## config.mk

```make
export PLATFORM = sky130hd
export DESIGN_NAME = sdram_req_arbiter
export DESIGN_NICKNAME = d
export VERILOG_FILES = /design/src/rtl/sdram_req_arbiter.sv
export SDC_FILE = /design/constraint.sdc
export NUM_CORES = 1
export LEC_CHECK = 0
export ABC_AREA = 0
export CORE_MARGIN = 1.5
export CORE_UTILIZATION = 45
export DETAILED_ROUTE_END_ITERATION = 10
export GPL_TIMING_DRIVEN = 0
export PLACE_DENSITY_LB_ADDON = 0.15
export SLEW_MARGIN = 40
export SYNTH_ARGS = -nofsm -noshare
export SYNTH_HDL_FRONTEND = slang
export SYNTH_SLANG_ARGS = --single-unit
```

## constraint.sdc

```tcl
create_clock -name clk -period 3.05 [get_ports clk]
set_clock_uncertainty 0.1 [all_clocks]
set_input_delay 0.61 -clock clk [delete_from_list [all_inputs] [get_ports clk]]
set_output_delay 0.61 -clock clk [all_outputs]
set_load 0.05 [all_outputs]
```

## src/rtl/sdram_req_arbiter.sv

```systemverilog
// Request initiator for the SDRAM controller: arbitrates write/read bursts from FIFO
// fill levels, holds one request outstanding at a time and walks wrapping frame addresses.
module sdram_req_arbiter #(
  parameter logic [8:0]        BURST       = 9'd256,
  parameter int                ADDR_W      = 22,
  parameter logic [ADDR_W-1:0] FRAME_WORDS = ADDR_W'(384000),
  parameter logic [8:0]        WR_THRESH   = 9'd256,
  parameter logic [8:0]        RD_THRESH   = 9'd256
) (
  input  logic              clk,
  input  logic              rst_n,
  input  logic              sdram_init_done,
  input  logic              rd_enable,
  input  logic [8:0]        wrfifo_usedw,
  input  logic [8:0]        rdfifo_usedw,
  input  logic              sdram_wr_ack,
  input  logic              sdram_rd_ack,
  output logic              sdram_wr_req,
  output logic              sdram_rd_req,
  output logic [8:0]        sdwr_byte,
  output logic [8:0]        sdrd_byte,
  output logic [ADDR_W-1:0] sys_wraddr,
  output logic [ADDR_W-1:0] sys_rdaddr,
  output logic              wr_frame_done,
  output logic              rd_frame_done,
  output logic [2:0]        state_dbg
);

  // Handshake: req rises from IDLE only while both acks are low and stays high until
  // the matching ack rises; the burst ends on that ack's falling edge.
  localparam logic [2:0] IDLE    = 3'd0;
  localparam logic [2:0] WR_REQ  = 3'd1;
  localparam logic [2:0] WR_BUSY = 3'd2;
  localparam logic [2:0] RD_REQ  = 3'd3;
  localparam logic [2:0] RD_BUSY = 3'd4;

  localparam logic [ADDR_W-1:0] BURST_A = ADDR_W'(BURST);

  logic [2:0]        state;
  logic              wr_ack_d;
  logic              rd_ack_d;
  logic              last_grant_rd;
  logic              wr_ok;
  logic              rd_ok;
  logic              grant_wr;
  logic              grant_rd;
  logic              wr_rise;
  logic              wr_fall;
  logic              rd_rise;
  logic              rd_fall;
  logic [ADDR_W-1:0] wr_next;
  logic [ADDR_W-1:0] rd_next;
  logic              wr_wrap;
  logic              rd_wrap;

  assign sdwr_byte = BURST;
  assign sdrd_byte = BURST;
  assign state_dbg = state;

  always_comb begin
    wr_ok    = wrfifo_usedw >= WR_THRESH;
    rd_ok    = rd_enable && (rdfifo_usedw < RD_THRESH);
    // Round-robin when both are ready: the side not granted last time wins.
    grant_wr = wr_ok && (!rd_ok || last_grant_rd);
    grant_rd = rd_ok && (!wr_ok || !last_grant_rd);
    wr_rise  = sdram_wr_ack && !wr_ack_d;
    wr_fall  = !sdram_wr_ack && wr_ack_d;
    rd_rise  = sdram_rd_ack && !rd_ack_d;
    rd_fall  = !sdram_rd_ack && rd_ack_d;
    wr_next  = sys_wraddr + BURST_A;
    rd_next  = sys_rdaddr + BURST_A;
    wr_wrap  = wr_next == FRAME_WORDS;
    rd_wrap  = rd_next == FRAME_WORDS;
  end

  always_ff @(posedge clk or negedge rst_n) begin
    if (!rst_n) begin
      state         <= IDLE;
      wr_ack_d      <= 1'b0;
      rd_ack_d      <= 1'b0;
      last_grant_rd <= 1'b1;
      sdram_wr_req  <= 1'b0;
      sdram_rd_req  <= 1'b0;
      sys_wraddr    <= '0;
      sys_rdaddr    <= '0;
      wr_frame_done <= 1'b0;
      rd_frame_done <= 1'b0;
    end else begin
      wr_ack_d      <= sdram_wr_ack;
      rd_ack_d      <= sdram_rd_ack;
      wr_frame_done <= 1'b0;
      rd_frame_done <= 1'b0;
      case (state)
        IDLE: begin
          if (sdram_init_done && !sdram_wr_ack && !sdram_rd_ack) begin
            if (grant_wr) begin
              sdram_wr_req  <= 1'b1;
              last_grant_rd <= 1'b0;
              state         <= WR_REQ;
            end else if (grant_rd) begin
              sdram_rd_req  <= 1'b1;
              last_grant_rd <= 1'b1;
              state         <= RD_REQ;
            end
          end
        end
        WR_REQ: begin
          if (wr_rise) begin
            sdram_wr_req <= 1'b0;
            state        <= WR_BUSY;
          end
        end
        WR_BUSY: begin
          if (wr_fall) begin
            sys_wraddr    <= wr_wrap ? '0 : wr_next;
            wr_frame_done <= wr_wrap;
            state         <= IDLE;
          end
        end
        RD_REQ: begin
          if (rd_rise) begin
            sdram_rd_req <= 1'b0;
            state        <= RD_BUSY;
          end
        end
        RD_BUSY: begin
          if (rd_fall) begin
            sys_rdaddr    <= rd_wrap ? '0 : rd_next;
            rd_frame_done <= rd_wrap;
            state         <= IDLE;
          end
        end
        default: state <= IDLE;
      endcase
    end
  end

endmodule
```

==> impl_metrics.toml, run 1 <==
[synthesis]
synth_edf_count = 0
synth_ff_type = "dfrtp_1"
seq_area_frac_synth_pct = 38.26
synth_top_area_share_pct = 37.20
synth_area_um2 = 2489
yosys_warnings = 0
netlist_top_cells_area = "dfrtp_1 37%, buf_4 10%, nand2_1 4.1%"
syn_inst = 279
ys_ff_latch = 38
synth-async-reset-ratio_pct = 100.0
yosysUniqueCellTypes = 55
synth_largest_area_cell = "dfrtp_1"
syn_area_per_cell_um2 = 8.920

[route]
post_drt_wl_per_cell_um = 12.68
drc = 0
via_per_inst = 5.121
wl_mm = 5.467
vias = 2207
dr.pass1.iters = 4
ant_nets = 0
drtIter0Drc = 45

[global_route]
gr-total-overflow = 0
grt_pass1_wl_mm = 9.232
grt_pass1_vias = 1988
antenna_found_initial = 0
grt_max_degree = 39
track_usage_pct = 18.84

[setup_path]
cp.arrival_ns = 2.62
required_ns = 3.17
slowest_stage = "nor4_1"
max_stage_delay_ns = 0.58
crit_start = "sdram_wr_ack"
critPathCaptureType = "flip-flop"
path_class = "in2reg"
startpoint_type = "input pin"
crit_chain = "clkdlybuf4s50_1 > nor2_1 > nand4_1 > nor4_1 > and3_1 > xor2_1"
crit_fanout = 10
r2r_start = "sys_wraddr[8]"

[outcome]
outcome = "complete, no violations"

[floorplanning]
start_util_pct = 47.81
die_h_um = 77.37
dieWidth_um = 77.37
floorplan.io_pins = 93
die_area_um2 = 5985
core_um2 = 5205
core.rowCount = 26

[clock_tree]
clkTransAtPathRegs_ns = 0.08
htree_num_levels = 2
cts_resized = 0
clockBufferDepth = 2
clk_latency_ns = 0.30
postCtsSetupRepairBufs = 0
cts_buffers = 5
clock-sinks = 38
tritoncts = "yes"
holdBufCountCts = 0
root_buffer = "clkbuf_8"

[timing]
hold_viol = 0
slew_violations = 0
relSlewSlack_pct = 63.23
max_freq_ghz = 0.3999
finalCriticalPeriod_ns = 2.501
setup_viol = 0
worst_pin_slew_ns = 0.5464
fin_crit_sh_pct = 82.00
hold_ws_ns = 0.1725
finalSetupTns_ns = 0
rsz0062_at_grt = "false"

[cells_and_area]
final_area_um2 = 3228
area_growth_pct = 29.71
final_nets = 388
fill_cells = 496
mostFrequentLayoutCells = "41 x clkdlybuf4s50_1, 37 x dfrtp_1, 35 x buf_4, 34 x conb_1, 27 x nand2_1"
n_antenna_cell = 0
final_common_cell = "clkdlybuf4s50_1"
drive_above_1_share_pct = 16.62

[power_and_ir_drop]
leakage_nw = 1.500
vdd_drop_max_v = 0.0003408
pwr_density_cell_nw_per_um2 = 453.0

[flow_run]
maxCapViolations = 0

[worst_hold_path]
hold_path.class = "in2async"

[placement]
port_buffers = 42
placed_area_um2 = 3114
gp_congestion = 0.9161
dp_hpwl_mm = 3.994
-- routing by layer --
layer  routed length, um  track usage [%]  part of all wire, %  vias to the layer above
met3                 299            3.059                  5.5                        4
met1                2523            25.48                   46                     1036
met4                  50            6.909                 0.91                        0
met5                   0                0                    0                        -
met2                2593            30.35                   47                       71
li1                    -                -                    -                     1096
-- cells in the mapped netlist (2+ instances only) --
| cell type | n |
|---|---|
| a211oi_1 | 2 |
| a21oi_1 | 16 |
| and2_1 | 2 |
| and3_1 | 3 |
| and4_1 | 4 |
| buf_4 | 34 |
| buf_6 | 2 |
| clkbuf_1 | 7 |
| conb_1 | 2 |
| dfrtp_1 | 37 |
| ha_1 | 4 |
| inv_1 | 5 |
| mux2i_1 | 4 |
| nand2_1 | 27 |
| nand2b_1 | 3 |
| nand3_1 | 14 |
| nand4_1 | 10 |
| nand4b_1 | 2 |
| nor2_1 | 16 |
| nor3_1 | 14 |
| nor3b_1 | 2 |
| nor4_1 | 8 |
| o21ai_0 | 4 |
| o21ai_1 | 10 |
| o22a_1 | 2 |
| o2bb2ai_1 | 2 |
| o31ai_1 | 2 |
| o41ai_1 | 2 |
| or3_1 | 2 |
| xnor2_1 | 5 |
| xor2_1 | 8 |
-- registers in the layout (all words and copies together), names as in the netlist --
register	flops
wr_frame_done	1
wr_ack_d	1
sys_rdaddr	14
state_dbg	3
rd_ack_d	1
sdram_wr_req	1
last_grant_rd	1
sys_wraddr	14
sdram_rd_req	1
rd_frame_done	1
-- report_power, final --
group / total [mW] / internal, mW / switching [mW] / leakage [nW]
registers: 0.585 / 0.540 / 0.0452 / 0.463
logic: 0.437 / 0.135 / 0.302 / 0.986
clock network: 0.440 / 0.243 / 0.196 / 0.0504
total: 1.46 / 0.918 / 0.544 / 1.50
-- layout make-up --
class                           instances  area (um2)  area share, %
Buffer                                 45       314.1          9.729
Clock buffer                            5       68.82          2.132
Clock inverter                          3       45.04          1.395
Inverter                                5       18.77         0.5814
Multi-Input combinational cell        223        1324          41.01
Sequential cell                        38       952.2          29.50
Tap cell                               70       87.58          2.713
Timing Repair Buffer                   42       417.9          12.95
-- logic make-up after synthesis --
group	share of synthesized area [%]
buffers and inverters	13.37
other	0.3018
DFF	38.26
and+or+nand+nor	26.80
xor gates and xnor gates	4.575
adders and majority gates	2.011
AOI/OAI and AO/OA	13.07
muxes	1.609
-- worst paths after layout --
path                                   to  depth (start not counted)  slack (ns)
min                        sys_rdaddr[20]                          1        0.17
max in group asynchronous   last_grant_rd                          1        2.32
min reg2reg                sys_rdaddr[19]                          1        0.43
min in group clk           sys_rdaddr[19]                          1        0.43
max                        sys_wraddr[21]                          6        0.55
max reg2reg                sys_wraddr[11]                          6        0.60
-- metrics by stage --
stage / cells / util, % / worst slack, ns / power (mW)
2_1_floorplan: 311 / - / 0.6750 / 0.9160
3_3_place_gp: 423 / 59.88 / 0.2743 / 1.029
3_5_place_dp: 423 / 59.83 / 0.2654 / 1.029
4_1_cts: 431 / 62.02 / 0.5640 / 1.470
5_1_grt: 431 / 62.02 / 0.2590 / 1.528
6_report: 431 / 62.02 / 0.5491 / 1.462
-- critical path: cells and delay by family --
| kind | cells | cell delay [ns] |
|---|---|---|
| buffers and inverters | 1 | 0.47 |
| xor gates and xnor gates | 1 | 0.13 |
| and+or+nand+nor | 4 | 1.40 |
Power figures use the tool's default switching activity.
==> inputs of run 2 (changes only) <==
==> constraint.sdc (replaced) <==
create_clock -name clk -period 2.4 [get_ports clk]
set_clock_uncertainty 0.1 [all_clocks]
set_input_delay 0.48 -clock clk [delete_from_list [all_inputs] [get_ports clk]]
set_output_delay 0.48 -clock clk [all_outputs]
set_load 0.05 [all_outputs]
==> impl_metrics.toml, run 2 (synthesis results as in run 1) <==
[cells_and_area]
area_growth_pct = 32.28
mostFrequentLayoutCells = "41 x clkdlybuf4s50_1, 39 x buf_4, 37 x dfrtp_1, 34 x conb_1, 27 x nand2_1"
final_nets = 390
final_cell_count_no_fill = 433
final_common_cell = "clkdlybuf4s50_1"
drive_above_1_share_pct = 19.28
n_antenna_cell = 0
final_area_um2 = 3292
final_util_pct = 63.25
fill_cells = 488

[clock_tree]
holdBufCountCts = 0
clockBufferDepth = 2
root_buffer = "clkbuf_8"
clkTransAtPathRegs_ns = 0.08
clk_latency_ns = 0.30
htree_num_levels = 2
cts_buffers = 5
tritoncts = "yes"
clock-sinks = 38

[floorplanning]
die_area_um2 = 5985
core.rowCount = 26
core_um2 = 5205
floorplan.io_pins = 93
start_util_pct = 47.81
dieWidth_um = 77.37
die_h_um = 77.37

[global_route]
grt_max_degree = 39
track_usage_pct = 18.95
gr-total-overflow = 0
antenna_found_initial = 0
grt_pass1_wl_mm = 9.280
grt_pass1_vias = 1995

[timing]
max_freq_ghz = 0.4240
fin_crit_sh_pct = 98.27
finalSetupTns_ns = 0
worst_pin_slew_ns = 0.5168
hold_viol = 0
finalCriticalPeriod_ns = 2.358
slew_violations = 0
hold_ws_ns = 0.04173
setup_viol = 0
relSlewSlack_pct = 65.44
finalWorstSetupSlack_ns = 0.04162

[setup_path]
startpoint_type = "flip-flop"
crit_chain = "clkdlybuf4s50_1"
required_ns = 1.82
critPathCaptureType = "primary output"
crit_start = "sys_rdaddr[9]"
r2r_start = "sys_wraddr[12]"
cp.arrival_ns = 1.78
critical_path_buf_inv_count = 1
slowest_stage = "clkdlybuf4s50_1"
max_stage_delay_ns = 0.88
path_class = "reg2out"
crit_fanout = 10
path_delay_family = "buffers and inverters"

[power_and_ir_drop]
p_int_mw = 1.173
leakage_nw = 1.522
switching_share_pct = 37.44
switching_power_mw = 0.7021
power.share.clock_pct = 29.8
pwr_density_cell_nw_per_um2 = 569.6
vdd_drop_max_v = 0.0004345
seqPwrFrac_pct = 39.7
power_frac_comb_pct = 30.5
fin_total_pwr_mw = 1.875

[flow_run]
maxCapViolations = 0

[route]
drtIter0Drc = 61
wl_mm = 5.667
drc = 0
via_per_inst = 5.189
ant_nets = 0
post_drt_wl_per_cell_um = 13.09
vias = 2247
dr.pass1.iters = 4

[placement]
gp_congestion = 0.9161
placedCellCount = 423
placed_area_um2 = 3114
preCtsSetupSlack_ns = -0.2546
port_buffers = 42
dp_hpwl_mm = 3.994

[worst_hold_path]
hold_path.class = "in2async"

[outcome]
outcome = "complete, no violations"
[run 2: timing repair]
action / in CTS / in global routing
resized for setup: 2 / 5
setup buffers: 0 / 4
endpoints found under the hold margin: 0 / 0
pin swaps: 0 / 2
endpoints found under the setup margin: 2 / 20
gates cloned: 0 / 0
[run 2: per-layer routing]
metal  vias to the layer above  routed length [um]  track usage (%)
met2                        95                2694            30.61
met1                      1039                2564            25.58
met4                         0                  67            6.909
met5                         -                   0                0
li1                       1106                   -                -
met3                         7                 340            3.059
[run 2: area by class of cell]
type                       count  area, um2  area share [%]
clock inverter                 3      45.04           1.368
timing repair buffer          46      447.9           13.61
clock buffer                   5      68.82           2.090
sequential                    38      952.2           28.92
multi-input combinational    223       1365           41.47
buffer                        43      306.5           9.312
tap                           70      87.58           2.661
inverter                       5      18.77          0.5701
[run 2: power by group through the flow]
stage	clock, mW	sequential, mW	combinational (mW)
after floorplan	0	0.860	0.304
final	0.559	0.744	0.573
after global routing	0.593	0.752	0.610
after detailed placement	0	0.754	0.553
after CTS	0.570	0.743	0.562
after global placement	0	0.756	0.552
[run 2: final timing paths]
check | depth (start not counted) | endpoint | slack [ns]
min in group clk | 1 | sys_rdaddr[19] | 0.43
setup / recovery | 1 | sys_rdaddr[9] | 0.04
hold / removal | 1 | sys_rdaddr[20] | 0.04
max in group asynchronous | 1 | last_grant_rd | 1.80
hold reg to reg | 1 | sys_rdaddr[19] | 0.43
setup reg to reg | 6 | sys_wraddr[10] | 0.15
==> inputs of run 3 (changes only) <==
--- a/config.mk
+++ b/config.mk
@@ -11,7 +11,7 @@
 export DETAILED_ROUTE_END_ITERATION = 10
 export GPL_TIMING_DRIVEN = 0
 export PLACE_DENSITY_LB_ADDON = 0.15
-export SLEW_MARGIN = 40
+export SLEW_MARGIN = 0
 export SYNTH_ARGS = -nofsm -noshare
 export SYNTH_HDL_FRONTEND = slang
 export SYNTH_SLANG_ARGS = --single-unit
==> impl_metrics.toml, run 3 (synthesis results as in run 1) <==
[outcome]
outcome = "complete, no violations"

[timing]
finalSetupTns_ns = 0
rsz0062_at_grt = "true"
fin_crit_sh_pct = 97.85
worst_pin_slew_ns = 0.8486
slew_violations = 0
hold_ws_ns = 0.1819
finalCriticalPeriod_ns = 2.348
relSlewSlack_pct = 43.43
hold_viol = 0
finalWorstSetupSlack_ns = 0.05155
max_freq_ghz = 0.4258
setup_viol = 0

[cells_and_area]
final_cell_count_no_fill = 435
mostFrequentLayoutCells = "41 x clkdlybuf4s50_1, 38 x buf_4, 37 x dfrtp_1, 34 x conb_1, 27 x nand2_1"
n_antenna_cell = 0
final_util_pct = 63.10
drive_above_1_share_pct = 18.63
final_common_cell = "clkdlybuf4s50_1"
area_growth_pct = 31.98
final_area_um2 = 3284
final_nets = 392

[clock_tree]
root_buffer = "clkbuf_8"
clkTransAtPathRegs_ns = 0.08
htree_num_levels = 2
holdBufCountCts = 0
clock-sinks = 38
clk_latency_ns = 0.30
clockBufferDepth = 2
cts_buffers = 5
tritoncts = "yes"

[setup_path]
startpoint_type = "flip-flop"
slowest_stage = "clkdlybuf4s50_1"
r2r_cells = 6
path_delay_family = "buffers and inverters"
cp.arrival_ns = 1.77
critPathCaptureType = "primary output"
ff2ff_setup_slack_ns = 0.16
critical_path_buf_inv_count = 1
path_class = "reg2out"
crit_fanout = 10
max_stage_delay_ns = 0.88
crit_cells = 1
required_ns = 1.82
crit_chain = "clkdlybuf4s50_1"

[route]
via_per_inst = 5.064
dr.pass1.iters = 4
drtIter0Drc = 55
drc = 0
wl_mm = 5.522
post_drt_wl_per_cell_um = 12.69
vias = 2203
ant_nets = 0

[power_and_ir_drop]
seqPwrFrac_pct = 39.8
power.share.clock_pct = 29.8
switching_share_pct = 37.20
pwr_density_cell_nw_per_um2 = 568.3
power_frac_comb_pct = 30.4
switching_power_mw = 0.6943
p_int_mw = 1.172
fin_total_pwr_mw = 1.867
leakage_nw = 1.517
vdd_drop_max_v = 0.0004188

[global_route]
grt_pass1_wl_mm = 9.190
gr-total-overflow = 0
antenna_found_initial = 0
grt_max_degree = 39
grt_pass1_vias = 1950
track_usage_pct = 18.77

[placement]
placedCellCount = 423
preCtsSetupSlack_ns = -0.2546
port_buffers = 42
dp_hpwl_mm = 3.989
gp_congestion = 0.9161
placed_area_um2 = 3112

[floorplanning]
core_um2 = 5205
die_area_um2 = 5985
floorplan.io_pins = 93
start_util_pct = 47.81
dieWidth_um = 77.37
core.rowCount = 26
die_h_um = 77.37

[worst_hold_path]
hold_path.class = "in2async"

[flow_run]
maxCapViolations = 0
[run 3: cell types whose count changed in the layout (fill, tap and decap cells not counted)]
cell      delta
o31ai_1      +1
buf_4        -1
o31ai_2      -1
o41ai_1      +1
clkbuf_1     +2
o41ai_2      -1
buf_2        +1
[run 3: final timing paths]
kind / start / end
worst max-delay path: sys_rdaddr[9] / sys_rdaddr[9]
worst min-delay path: rst_n / sys_rdaddr[20]
worst max register to register: sys_wraddr[14] / sys_wraddr[10]
worst min register to register: last_grant_rd / last_grant_rd
max in group asynchronous: rst_n / sys_wraddr[20]
min in group clk: last_grant_rd / last_grant_rd
[run 3: power by group through the flow]
stage,Sequential [mW],Clock [mW],Combinational [mW]
global route,0.751,0.593,0.610
finish,0.743,0.557,0.567
global placement,0.756,0,0.552
floorplan,0.860,0,0.304
CTS,0.742,0.570,0.561
detailed placement,0.754,0,0.553
[run 3: worst register-to-register path, cell delays in order, from the launching register on]
cell and delay (ns):
dfrtp_1 0.35, clkbuf_1 0.29, nand4_1 0.27, nor3_1 0.27
mux2i_1 0.46, nor3_4 0.14, o41ai_1 0.26
[run 3: final cells by class]
class,count,area (um2)
Timing Repair Buffer,46,445.4
Clock inverter,3,45.04
Tap cell,70,87.58
Inverter,5,18.77
Fill cell,493,1921
Buffer,45,314.1
Sequential cell,38,952.2
Clock buffer,5,68.82
Multi-Input combinational cell,223,1353
[run 3: what timing repair did]
action | 4_1_cts | 5_1_grt
pin swaps | 0 | 2
setup endpoints to repair | 2 | 20
gates resized for setup | 2 | 3
cloned | 0 | 0
buffers inserted | 0 | 4
[run 3: layer usage]
metal | vias up | part of all wire [%] | global-route usage (%)
li1 | 1111 | - | -
met1 | 1013 | 47 | 25.58
met2 | 72 | 47 | 30.09
met3 | 7 | 5.0 | 3.059
met5 | - | 0 | 0
met4 | 0 | 1.3 | 6.727
